File: src/rtl/vdp_vram_pkg.sv
// Shared types for the CPU-side VRAM write scheduler: queued write entry,
// scheduler state encoding and the legacy-mode address increment helper.
package vdp_vram_pkg;

    localparam logic [16:0] WRAP14_MASK = 17'h03FFF;

    typedef struct packed {
        logic [16:0] addr;
        logic [7:0]  data;
    } vram_wr_entry_t;

    typedef enum logic [1:0] {
        ST_IDLE    = 2'd0,
        ST_WR_WAIT = 2'd1,
        ST_RD_WAIT = 2'd2
    } sched_state_t;

    // Legacy screen modes only carry bits[13:0]; the upper bits stay put.
    function automatic logic [16:0] vram_addr_inc(input logic [16:0] a,
                                                  input logic        wrap,
                                                  input logic [1:0]  k);
        logic [16:0] sum;
        sum = a + {15'd0, k};
        return wrap ? ((a & ~WRAP14_MASK) | (sum & WRAP14_MASK)) : sum;
    endfunction

endpackage

File: src/rtl/vram_req_fifo.sv
// Synchronous FIFO of pending CPU VRAM writes. The head entry stays in the
// FIFO while its access is in flight and is popped only on the arbiter ack.
module vram_req_fifo
    import vdp_vram_pkg::*;
#(
    parameter int DEPTH = 4
) (
    input  logic           CLK21M,
    input  logic           RESET_N,
    input  logic           push,
    input  vram_wr_entry_t push_entry,
    input  logic           pop,
    output vram_wr_entry_t head,
    output logic           full,
    output logic           empty
);

    localparam int PTR_W = $clog2(DEPTH);

    logic [PTR_W-1:0] wr_ptr;
    logic [PTR_W-1:0] rd_ptr;
    logic [PTR_W:0]   count;
    vram_wr_entry_t   mem [DEPTH];

    always_ff @(posedge CLK21M or negedge RESET_N) begin
        if (!RESET_N) begin
            wr_ptr <= '0;
            rd_ptr <= '0;
            count  <= '0;
        end else begin
            if (push) wr_ptr <= wr_ptr + 1'b1;
            if (pop)  rd_ptr <= rd_ptr + 1'b1;
            case ({push, pop})
                2'b10:   count <= count + 1'b1;
                2'b01:   count <= count - 1'b1;
                default: count <= count;
            endcase
        end
    end

    always_ff @(posedge CLK21M) begin
        if (push) mem[wr_ptr] <= push_entry;
    end

    assign head  = mem[rd_ptr];
    assign full  = (count == (PTR_W+1)'(DEPTH));
    assign empty = (count == '0);

endmodule

File: src/rtl/vram_cpu_write_scheduler.sv
// Buffers CPU port-0 VRAM writes/reads and hands them to the VRAM arbiter
// over the toggle req/ack handshake; owns the CPU VRAM address counter.
//
//  state      | meaning
//  -----------+----------------------------------------------------------
//  ST_IDLE    | no access outstanding; queued writes go before a read
//  ST_WR_WAIT | write request toggled, waiting for vram_wr_ack to match
//  ST_RD_WAIT | read request toggled, waiting for vram_rd_ack to match
module vram_cpu_write_scheduler
    import vdp_vram_pkg::*;
#(
    parameter int DEPTH  = 4,
    parameter int ADDR_W = 17
) (
    input  logic              CLK21M,
    input  logic              RESET_N,
    input  logic              cpu_wr_stb,
    input  logic [7:0]        cpu_wr_data,
    input  logic              cpu_rd_stb,
    input  logic              addr_set_stb,
    input  logic [ADDR_W-1:0] addr_set_val,
    input  logic              wrap_14,
    input  logic              clr_err,
    input  logic              vram_wr_ack,
    input  logic              vram_rd_ack,
    output logic              vram_wr_req,
    output logic              vram_rd_req,
    output logic [ADDR_W-1:0] vram_addr,
    output logic [7:0]        vram_wdata,
    output logic              rd_done,
    output logic              fifo_full,
    output logic              fifo_empty,
    output logic              err_overflow,
    output logic              err_rd_overrun
);

    sched_state_t      state;
    logic [ADDR_W-1:0] addr_cnt;
    logic [ADDR_W-1:0] rd_addr;
    logic              rd_pend;
    vram_wr_entry_t    head;
    vram_wr_entry_t    push_entry;
    logic              q_full;
    logic              q_empty;
    logic              wr_done;
    logic              rd_ack_hit;
    logic              rd_acc;
    logic              push;
    logic              ovf;

    assign wr_done    = (state == ST_WR_WAIT) && (vram_wr_ack == vram_wr_req);
    assign rd_ack_hit = (state == ST_RD_WAIT) && (vram_rd_ack == vram_rd_req);
    assign rd_acc     = cpu_rd_stb && !rd_pend;
    // The ack pop frees a slot in the same clock, so a full FIFO can still accept.
    assign push       = cpu_wr_stb && (!q_full || wr_done);
    assign ovf        = cpu_wr_stb && q_full && !wr_done;
    assign push_entry = '{addr: addr_cnt, data: cpu_wr_data};

    vram_req_fifo #(.DEPTH(DEPTH)) u_fifo (
        .CLK21M     (CLK21M),
        .RESET_N    (RESET_N),
        .push       (push),
        .push_entry (push_entry),
        .pop        (wr_done),
        .head       (head),
        .full       (q_full),
        .empty      (q_empty)
    );

    assign fifo_full  = q_full;
    assign fifo_empty = q_empty && (state != ST_WR_WAIT);

    always_ff @(posedge CLK21M or negedge RESET_N) begin
        if (!RESET_N) begin
            addr_cnt       <= '0;
            rd_addr        <= '0;
            rd_pend        <= 1'b0;
            err_overflow   <= 1'b0;
            err_rd_overrun <= 1'b0;
        end else begin
            if (addr_set_stb)
                addr_cnt <= addr_set_val;
            else
                addr_cnt <= vram_addr_inc(addr_cnt, wrap_14, {1'b0, cpu_wr_stb} + {1'b0, rd_acc});

            // A read issued with a write in the same clock targets the address after it.
            if (rd_acc) begin
                rd_pend <= 1'b1;
                rd_addr <= vram_addr_inc(addr_cnt, wrap_14, {1'b0, cpu_wr_stb});
            end else if (rd_ack_hit) begin
                rd_pend <= 1'b0;
            end

            if (ovf)          err_overflow <= 1'b1;
            else if (clr_err) err_overflow <= 1'b0;

            if (cpu_rd_stb && rd_pend) err_rd_overrun <= 1'b1;
            else if (clr_err)          err_rd_overrun <= 1'b0;
        end
    end

    always_ff @(posedge CLK21M or negedge RESET_N) begin
        if (!RESET_N) begin
            state       <= ST_IDLE;
            vram_wr_req <= 1'b0;
            vram_rd_req <= 1'b0;
            vram_addr   <= '0;
            vram_wdata  <= '0;
            rd_done     <= 1'b0;
        end else begin
            rd_done <= 1'b0;
            case (state)
                ST_IDLE: begin
                    if (!q_empty) begin
                        vram_addr   <= head.addr;
                        vram_wdata  <= head.data;
                        vram_wr_req <= ~vram_wr_req;
                        state       <= ST_WR_WAIT;
                    end else if (rd_pend) begin
                        vram_addr   <= rd_addr;
                        vram_rd_req <= ~vram_rd_req;
                        state       <= ST_RD_WAIT;
                    end
                end
                ST_WR_WAIT: begin
                    if (wr_done) state <= ST_IDLE;
                end
                ST_RD_WAIT: begin
                    if (rd_ack_hit) begin
                        rd_done <= 1'b1;
                        state   <= ST_IDLE;
                    end
                end
                default: state <= ST_IDLE;
            endcase
        end
    end

endmodule

File: config.mk
export PLATFORM = sky130hd
export DESIGN_NAME = vram_cpu_write_scheduler
export DESIGN_NICKNAME = d
export VERILOG_FILES = /design/src/rtl/vdp_vram_pkg.sv /design/src/rtl/vram_req_fifo.sv /design/src/rtl/vram_cpu_write_scheduler.sv
export SDC_FILE = /design/constraint.sdc
export NUM_CORES = 1
export LEC_CHECK = 0
export CAP_MARGIN = 20
export CELL_PAD_IN_SITES_DETAIL_PLACEMENT = 1
export CELL_PAD_IN_SITES_GLOBAL_PLACEMENT = 1
export CORE_MARGIN = 2
export CORE_UTILIZATION = 40
export DETAILED_ROUTE_END_ITERATION = 8
export GPL_ROUTABILITY_DRIVEN = 0
export PLACE_DENSITY_LB_ADDON = 0.1
export SLEW_MARGIN = 20
export SYNTH_ARGS = -nofsm -noshare
export SYNTH_HDL_FRONTEND = slang
export SYNTH_SLANG_ARGS = --single-unit
File: constraint.sdc
create_clock -name CLK21M -period 6.7 [get_ports CLK21M]
set_input_delay 1.34 -clock CLK21M [delete_from_list [all_inputs] [get_ports CLK21M]]
set_output_delay 1.34 -clock CLK21M [all_outputs]
set_load 0.01 [all_outputs]
==> results.sh, run 1 <==
export IMPL_diodes=0
export IMPL_drv_slew=0
export IMPL_yosys_area_share_simple=0.0955
export IMPL_timing_critical_path_arrival_ns=4.01
export IMPL_cts_resized=0
export IMPL_port_buffers=65
export IMPL_pwr_share_clk=0.274
export IMPL_gr_total_overflow=0
export IMPL_finalWirelength_mm=16.9
export IMPL_syn_nets=561
export IMPL_synth_edf_count=100
export IMPL_p_switching_mw=1.36
export IMPL_fin_crit_ns=3.67
export IMPL_cts_tree="yes"
export IMPL_worst_slack_ns=3.03
export IMPL_die_h_microns=139
export IMPL_antenna_found_initial=0
export IMPL_path_buf_inv=3
export IMPL_die_x_microns=139
export IMPL_antenna_left=0
export IMPL_max_freq_ghz=0.273
export IMPL_hpwl_mm=11.1
export IMPL_crit_type="input port to register"
export IMPL_clockBufferDepth=2
export IMPL_clk_pin_slew_ns=0.07
export IMPL_final_common_cell="edfxtp_1"
export IMPL_drcViolationCount=0
export IMPL_max_slew_margin=0.361
export IMPL_clkLatencyLatePin_ns=0.43
export IMPL_grt_pass1_wl_mm=27.3
export IMPL_dr_pass1_iters=4
export IMPL_syn_inst=518
export IMPL_synth_cell_types=45
export IMPL_ys_warn_count=0
export IMPL_drive_gt1_frac=0.149
export IMPL_io_pins=66
export IMPL_post_route_period_util=0.547
export IMPL_worstSetupEndpointType="register"
export IMPL_core_sq_um=18000
export IMPL_powerDensity_nw_per_um2=469
export IMPL_grt_max_degree=62
export IMPL_fin_cells=826
export IMPL_cts_root_buf="clkbuf_16"
export IMPL_hold_viol_final=0
export IMPL_post_cts_buffers=0
export IMPL_synthMuxAreaShare=0.101
export IMPL_register_area_sq_um=4850
export IMPL_drt_iter0_drc=192
export IMPL_timing_setup_tns_ns=0
export IMPL_synth_compound_area_frac=0.0620
export IMPL_grt_pass1_vias=4764
export IMPL_leakage_nw=3.25
export IMPL_hp_class="register to register"
export IMPL_syn_avg_cell_area_sq_um=14.1
export IMPL_initial_core_util=0.408
export IMPL_synthFlopType="edfxtp_1"
export IMPL_vias=4431
export IMPL_critPathMaxFanout=28
export IMPL_worstPathCellList="clkdlybuf4s50_1 > nand2b_1 > buf_4 > clkinv_1 > fa_1 > ha_1 > nand3_1 > or2_2 > or4_1 > a31oi_1"
export IMPL_grt_setup_unrepaired="no"
export IMPL_drv_cap=0
export IMPL_peakVddDrop_v=0.000327
export IMPL_cts_sinks=174
export IMPL_synth_xor_area_frac=0.0395
export IMPL_std_cell_rows=49
export IMPL_status="complete, no violations"
export IMPL_syn_to_final_growth_pct=21.5
export IMPL_cts_buffers=17
export IMPL_p_total_mw=4.18
export IMPL_holdBufCountCts=0
export IMPL_skew_ns=0.0120
export IMPL_synth_top_family_by_area="multiplexers"
export IMPL_vias_per_cell=5.36
export IMPL_yosys_register_bits=174
export IMPL_final_cell_mix="100 x edfxtp_1, 74 x dfrtp_1, 64 x clkdlybuf4s50_1"
export IMPL_dieArea_sq_um=19400
export IMPL_slowest_stage="or4_1"
export IMPL_p_comb_frac=0.323
export IMPL_seqPwrFrac=0.404
export IMPL_dp_cells=794
export IMPL_place_ws_ns=2.60
export IMPL_syn_area_sq_um=7320
export IMPL_switching_share=0.325
export IMPL_critPathMaxStageDelay_ns=0.51
export IMPL_worst_slew_pin_slew_ns=0.955
export IMPL_fin_hold_ws_ns=0.481
export IMPL_routedWlPerCell_microns=20.4
export IMPL_crit_required_ns=7.05
export IMPL_synth_fa_ha_area_frac=0.0174
export IMPL_num_fill_cells=1801
export IMPL_cp_start_kind="input port"
export IMPL_finalSetupViolCount=0
export IMPL_finalNetCount=627
export IMPL_yosysSeqAreaShare=0.663
export IMPL_critPathTopFamily="simple AND/OR/NAND/NOR gates"
export IMPL_htree_levels=4
export IMPL_async_flop_share=0.425
export IMPL_p_int_mw=2.82
export IMPL_multi_input_area_sq_um=2320
export IMPL_grt_usage=0.183
-- sequential cells by signal, summed over array words and instances, names as in the netlist --
signal,count
u_fifo.mem,100
addr_cnt,17
rd_addr,17
vram_addr,17
vram_wdata,8
u_fifo.count,3
state,2
u_fifo.rd_ptr,2
u_fifo.wr_ptr,2
err_overflow,1
err_rd_overrun,1
rd_done,1
rd_pend,1
vram_rd_req,1
vram_wr_req,1
-- routing by layer --
metal | GRT usage | part of all wire | vias to the layer above
met1 | 0.255 | 0.47 | 2305
met2 | 0.299 | 0.49 | 75
met5 | 0 | 0 | -
li1 | - | - | 2037
met4 | 0.0548 | 0.012 | 0
met3 | 0.0310 | 0.026 | 14
-- synth_stat cells, types with 5 or more instances --
| library cell | count | share of area |
|---|---|---|
| a21oi_1 | 22 | 0.015 |
| dfrtp_1 | 74 | 0.25 |
| nor4_1 | 5 | 0.0043 |
| o21ai_0 | 44 | 0.030 |
| nand3_1 | 10 | 0.0068 |
| nor3_1 | 11 | 0.0075 |
| nor2_1 | 24 | 0.012 |
| edfxtp_1 | 100 | 0.41 |
| xnor2_1 | 20 | 0.024 |
| nand2_1 | 56 | 0.029 |
| buf_2 | 10 | 0.0068 |
| mux2_2 | 13 | 0.020 |
| xor2_1 | 13 | 0.016 |
| clkbuf_1 | 14 | 0.0072 |
| inv_1 | 11 | 0.0056 |
| mux4_2 | 25 | 0.077 |
| ha_1 | 7 | 0.012 |
-- through the flow --
stage               area [sq um]   util
CTS                         8900  0.495
detailed placement          8220  0.458
finish                      8900  0.495
floorplan                   7320      -
global route                8900  0.495
global placement            8220  0.458
-- final timing paths --
| path | startpoint | endpoint | slack, ns | cells after the start |
|---|---|---|---|---|
| setup / recovery | cpu_rd_stb | addr_cnt[16] | 3.03 | 10 |
| hold / removal | vram_addr[12] | vram_addr[12] | 0.48 | 2 |
| setup reg to reg | rd_pend | addr_cnt[16] | 3.91 | 9 |
| hold reg to reg | vram_addr[12] | vram_addr[12] | 0.48 | 2 |
| max in group asynchronous | RESET_N | addr_cnt[0] | 4.85 | 2 |
| min in group asynchronous | RESET_N | vram_wdata[3] | 0.75 | 1 |
-- power by group through the flow --
stage / logic, mW / registers, mW / clock network, mW
floorplan: 0.845 / 1.67 / 0
global placement: 1.33 / 1.69 / 0
detailed placement: 1.37 / 1.71 / 0
CTS: 1.38 / 1.69 / 1.16
global route: 1.49 / 1.73 / 1.20
finish: 1.35 / 1.69 / 1.14
-- logic make-up (layout without fill, tap and decap cells) --
kind of cell,after synthesis,in the layout
XOR/XNOR,33,33
adder cells (fa/ha/maj),9,9
AO/OA/AOI/OAI,82,82
buffers and inverters,38,117
AND/OR/NAND/NOR,141,141
multiplexers,41,41
flip-flops,174,174
-- worst register-to-register path, cell delays in order (launching register included) --
cell	delay [ns]
dfrtp_1	0.43
nand2b_1	0.16
buf_4	0.21
clkinv_1	0.22
fa_1	0.23
ha_1	0.27
nand3_1	0.16
or2_2	0.35
or4_1	0.51
a31oi_1	0.17
-- layout make-up --
| class | count | share of cell area |
|---|---|---|
| tap | 229 | 0.0322 |
| clock inverter | 14 | 0.0281 |
| multi-input combinational | 306 | 0.261 |
| timing repair buffer | 73 | 0.0796 |
| clock buffer | 18 | 0.0482 |
| inverter | 12 | 0.00506 |
| sequential | 174 | 0.546 |
(Power assumes the default switching activity.)
==> run 2: changes to the inputs <==
Clock period 6.7 ns to 3.02 ns, I/O delays scaled along.
==> results.sh, run 2 (synthesized netlist as in run 1, its figures left out) <==
export IMPL_drt_iter0_drc=296
export IMPL_cts_resized=0
export IMPL_p_switching_mw=3.08
export IMPL_register_area_sq_um=4850
export IMPL_leakage_nw=3.31
export IMPL_peakVddDrop_v=0.000445
export IMPL_die_h_microns=139
export IMPL_max_slew_margin=0.416
export IMPL_grt_setup_unrepaired="no"
export IMPL_syn_to_final_growth_pct=22.9
export IMPL_pwr_share_clk=0.242
export IMPL_cts_tree="yes"
export IMPL_antenna_left=0
export IMPL_p_comb_frac=0.346
export IMPL_vias_per_cell=5.31
export IMPL_grt_pass1_wl_mm=27.6
export IMPL_worstPathCellList="or3_1 > nor2_1 > clkdlybuf4s50_1"
export IMPL_timing_setup_tns_ns=0
export IMPL_powerDensity_nw_per_um2=1010
export IMPL_crit_required_ns=2.42
export IMPL_htree_levels=4
export IMPL_skew_ns=0.0143
export IMPL_hpwl_mm=11.5
export IMPL_num_fill_cells=1782
export IMPL_dieArea_sq_um=19400
export IMPL_max_freq_ghz=0.378
export IMPL_gr_total_overflow=0
export IMPL_top_register="u_fifo.mem"
export IMPL_p_int_mw=6.00
export IMPL_finalWirelength_mm=17.2
export IMPL_drive_gt1_frac=0.174
export IMPL_holdBufCountCts=0
export IMPL_grt_pass1_vias=4808
export IMPL_fin_util=0.501
export IMPL_cts_buffers=17
export IMPL_cts_root_buf="clkbuf_16"
export IMPL_slowest_stage="clkdlybuf4s50_1"
export IMPL_switching_share=0.339
export IMPL_hold_viol_final=0
export IMPL_status="complete, no violations"
export IMPL_post_route_period_util=0.876
export IMPL_largest_reg_flops=100
export IMPL_critPathMaxFanout=6
export IMPL_grt_usage=0.187
export IMPL_grt_max_degree=75
export IMPL_die_x_microns=139
export IMPL_timing_critical_path_arrival_ns=2.04
export IMPL_drv_cap=0
export IMPL_finalSetupViolCount=0
export IMPL_seqPwrFrac=0.412
export IMPL_diodes=0
export IMPL_clockBufferDepth=2
export IMPL_final_common_cell="edfxtp_1"
export IMPL_dr_pass1_iters=4
export IMPL_critPathMaxStageDelay_ns=0.55
export IMPL_multi_input_area_sq_um=2320
export IMPL_final_cell_mix="100 x edfxtp_1, 74 x dfrtp_1, 64 x clkdlybuf4s50_1"
export IMPL_post_cts_buffers=0
export IMPL_routedWlPerCell_microns=20.4
export IMPL_initial_core_util=0.408
export IMPL_vias=4491
export IMPL_worst_slew_pin_slew_ns=0.874
export IMPL_drcViolationCount=0
export IMPL_worstSetupEndpointType="primary output"
export IMPL_finalNetCount=646
export IMPL_drv_slew=0
export IMPL_fin_crit_ns=2.65
export IMPL_clk_pin_slew_ns=0.07
export IMPL_cts_sinks=174
export IMPL_antenna_found_initial=0
export IMPL_port_buffers=65
export IMPL_clkLatencyLatePin_ns=0.43
export IMPL_cp_start_kind="register"
export IMPL_hp_class="input port to async pin"
export IMPL_p_total_mw=9.08
export IMPL_core_sq_um=18000
export IMPL_crit_type="register to primary output"
export IMPL_std_cell_rows=49
export IMPL_io_pins=66
export IMPL_fin_hold_ws_ns=0.210
## run 2: cell count changes in the layout (fill, tap and decap cells not counted), sizes merged
cell      delta
buf         +19
bufinv       -5
inv          +4
clkinvlp     +2
clkbuf       -1
## run 2: per-stage QoR
stage	worst slack (ns)	area, sq um	cells
5_1_grt	0.264	9000	845
3_5_place_dp	0.0443	8400	813
6_report	0.374	9000	845
3_3_place_gp	0.0639	8400	813
4_1_cts	0.330	8990	845
2_1_floorplan	0.483	7320	518
## run 2: power by group through the flow
| stage | Clock [mW] | Sequential, mW | Combinational (mW) |
|---|---|---|---|
| 4_1_cts | 2.24 | 3.76 | 3.21 |
| 6_report | 2.20 | 3.74 | 3.14 |
| 5_1_grt | 2.32 | 3.83 | 3.47 |
| 3_3_place_gp | 0 | 3.76 | 3.12 |
| 2_1_floorplan | 0 | 3.69 | 1.87 |
| 3_5_place_dp | 0 | 3.80 | 3.20 |
## run 2: worst paths after layout
path | from | end | slack [ns] | depth (start not counted)
max | u_fifo.count[2] | fifo_empty | 0.37 | 3
min | RESET_N | vram_wdata[3] | 0.21 | 1
max reg2reg | rd_pend | addr_cnt[16] | 0.58 | 8
min reg2reg | rd_addr[10] | rd_addr[10] | 0.48 | 2
max in group asynchronous | RESET_N | addr_cnt[10] | 2.29 | 1
min in group CLK21M | rd_addr[10] | rd_addr[10] | 0.48 | 2
## run 2: critical path, delay by kind of cell, from the launching register on
| kind | cells | cell delay, ns |
|---|---|---|
| and+or+nand+nor | 2 | 0.66 |
| buffers and inverters | 1 | 0.55 |
| DFF | 1 | 0.42 |
## run 2: metal layers
| metal | part of all wire | global-route usage |
|---|---|---|
| met2 | 0.47 | 0.293 |
| met5 | 0 | 0 |
| met4 | 0.012 | 0.0659 |
| met3 | 0.034 | 0.0282 |
| met1 | 0.49 | 0.267 |
## run 2: area by class of cell
class                      count  share of cell area
sequential                   174               0.540
multi-input combinational    306               0.257
timing repair buffer          92               0.101
clock buffer                  17              0.0473
tap                          229              0.0318
clock inverter                15              0.0184
inverter                      12             0.00501
==> run 3: changes to the inputs <==
Settings changed: CORE_MARGIN 2 to not set.
==> results.sh, run 3 (synthesized netlist as in run 1, its figures left out) <==
export IMPL_p_int_mw=6.02
export IMPL_vias_per_cell=5.34
export IMPL_antenna_left=0
export IMPL_die_h_microns=137
export IMPL_cts_buffers=17
export IMPL_finalWirelength_mm=17.3
export IMPL_clockBufferDepth=2
export IMPL_grt_pass1_vias=4696
export IMPL_drv_cap=0
export IMPL_initial_core_util=0.408
export IMPL_final_common_cell="edfxtp_1"
export IMPL_drcViolationCount=0
export IMPL_reg2reg_slack_ns=0.57
export IMPL_fin_hold_ws_ns=0.190
export IMPL_clkLatencyLatePin_ns=0.44
export IMPL_path_buf_inv=1
export IMPL_core_sq_um=18000
export IMPL_clk_pin_slew_ns=0.08
export IMPL_timing_critical_path_arrival_ns=2.09
export IMPL_diodes=0
export IMPL_fin_crit_ns=2.69
export IMPL_finalNetCount=645
export IMPL_routedWlPerCell_microns=20.5
export IMPL_timing_setup_tns_ns=0
export IMPL_worstRegToRegCells=8
export IMPL_critPathMaxFanout=6
export IMPL_pwr_share_clk=0.242
export IMPL_drt_iter0_drc=293
export IMPL_holdBufCountCts=0
export IMPL_drive_gt1_frac=0.172
export IMPL_cp_startpoint="u_fifo.count[1]"
export IMPL_final_cell_mix="100 x edfxtp_1, 74 x dfrtp_1, 64 x clkdlybuf4s50_1"
export IMPL_cts_sinks=174
export IMPL_die_x_microns=137
export IMPL_io_pins=66
export IMPL_grt_pass1_wl_mm=27.5
export IMPL_critPathMaxStageDelay_ns=0.55
export IMPL_post_route_period_util=0.892
export IMPL_dieArea_sq_um=18900
export IMPL_hp_class="input port to async pin"
export IMPL_fin_area_sq_um=9010
export IMPL_crit_required_ns=2.42
export IMPL_std_cell_rows=49
export IMPL_max_freq_ghz=0.371
export IMPL_p_switching_mw=3.11
export IMPL_slowest_stage="clkdlybuf4s50_1"
export IMPL_vias=4507
export IMPL_antenna_found_initial=0
export IMPL_status="complete, no violations"
export IMPL_top_register="u_fifo.mem"
export IMPL_finalSetupViolCount=0
export IMPL_worstPathCellList="or3_1 > nor2_1 > clkdlybuf4s50_1"
export IMPL_cp_start_kind="register"
export IMPL_dr_pass1_iters=4
export IMPL_skew_ns=0.00983
export IMPL_p_comb_frac=0.344
export IMPL_reg2reg_to="addr_cnt[16]"
export IMPL_peakVddDrop_v=0.000507
export IMPL_largest_reg_flops=100
export IMPL_gr_total_overflow=0
export IMPL_postPlaceCellArea_sq_um=8410
export IMPL_worst_slew_pin_slew_ns=0.745
export IMPL_drv_slew=0
export IMPL_cts_resized=0
export IMPL_grt_max_degree=75
export IMPL_powerDensity_nw_per_um2=1010
export IMPL_switching_share=0.341
export IMPL_grt_setup_unrepaired="no"
export IMPL_crit_type="register to primary output"
export IMPL_leakage_nw=3.32
export IMPL_port_buffers=65
export IMPL_cts_root_buf="clkbuf_16"
export IMPL_syn_to_final_growth_pct=23.0
export IMPL_hold_viol_final=0
export IMPL_htree_levels=4
export IMPL_num_fill_cells=1771
export IMPL_worstSetupEndpointType="primary output"
export IMPL_hpwl_mm=11.5
export IMPL_max_slew_margin=0.504
export IMPL_post_cts_buffers=0
export IMPL_critPathTopFamily="simple AND/OR/NAND/NOR gates"
export IMPL_cts_tree="yes"
export IMPL_grt_usage=0.203
export IMPL_seqPwrFrac=0.414
export IMPL_rr_startpoint="rd_pend"
run 3: how the worst max path moves through the flow:
stage	end	slack (ns)	cells past startpoint
6_report	fifo_empty	0.33	3
3_3_place_gp	addr_cnt[16]	0.09	9
4_1_cts	fifo_empty	0.29	3
5_1_grt	fifo_empty	0.20	3
3_5_place_dp	addr_cnt[16]	0.05	9
2_1_floorplan	addr_cnt[16]	0.48	9
run 3: layout make-up:
class                   instances  area, sq um  share of cell area
repair buffers                 91          910               0.101
clock buffers                  17          425              0.0472
clock inverters                15          173              0.0192
well taps                     229          287              0.0318
inverters                      12         45.0             0.00500
multi-input cells             306         2320               0.257
flip-flops and latches        174         4850               0.539
run 3: worst register-to-register path, delay by kind of cell, from the launching register on:
kind,cells,cell delay [ns]
AO/OA/AOI/OAI,1,0.20
adder cells (fa/ha/maj),2,0.48
buffers and inverters,1,0.07
flip-flops,1,0.43
AND/OR/NAND/NOR,4,1.19
run 3: metrics by stage:
| step | total power [mW] | setup slack, ns | cells | util |
|---|---|---|---|---|
| 2_1_floorplan | 5.57 | 0.483 | 518 | - |
| 4_1_cts | 9.26 | 0.291 | 844 | 0.501 |
| 3_5_place_dp | 7.04 | 0.0456 | 812 | 0.468 |
| 5_1_grt | 9.68 | 0.199 | 844 | 0.502 |
| 3_3_place_gp | 6.92 | 0.0906 | 812 | 0.468 |
| 6_report | 9.13 | 0.326 | 844 | 0.502 |
run 3: power groups by stage:
stage / clock network (mW) / logic [mW] / registers [mW]
2_1_floorplan: 0 / 1.87 / 3.69
3_3_place_gp: 0 / 3.11 / 3.80
3_5_place_dp: 0 / 3.19 / 3.85
4_1_cts: 2.25 / 3.21 / 3.80
5_1_grt: 2.34 / 3.46 / 3.88
6_report: 2.21 / 3.14 / 3.78
run 3: layer usage:
metal  vias up  track usage  share of wire
met5         -            0              0
li1       2076            -              -
met1      2310        0.290           0.47
met2        97        0.312           0.47
met3        24       0.0390          0.041
met4         0       0.0659          0.015
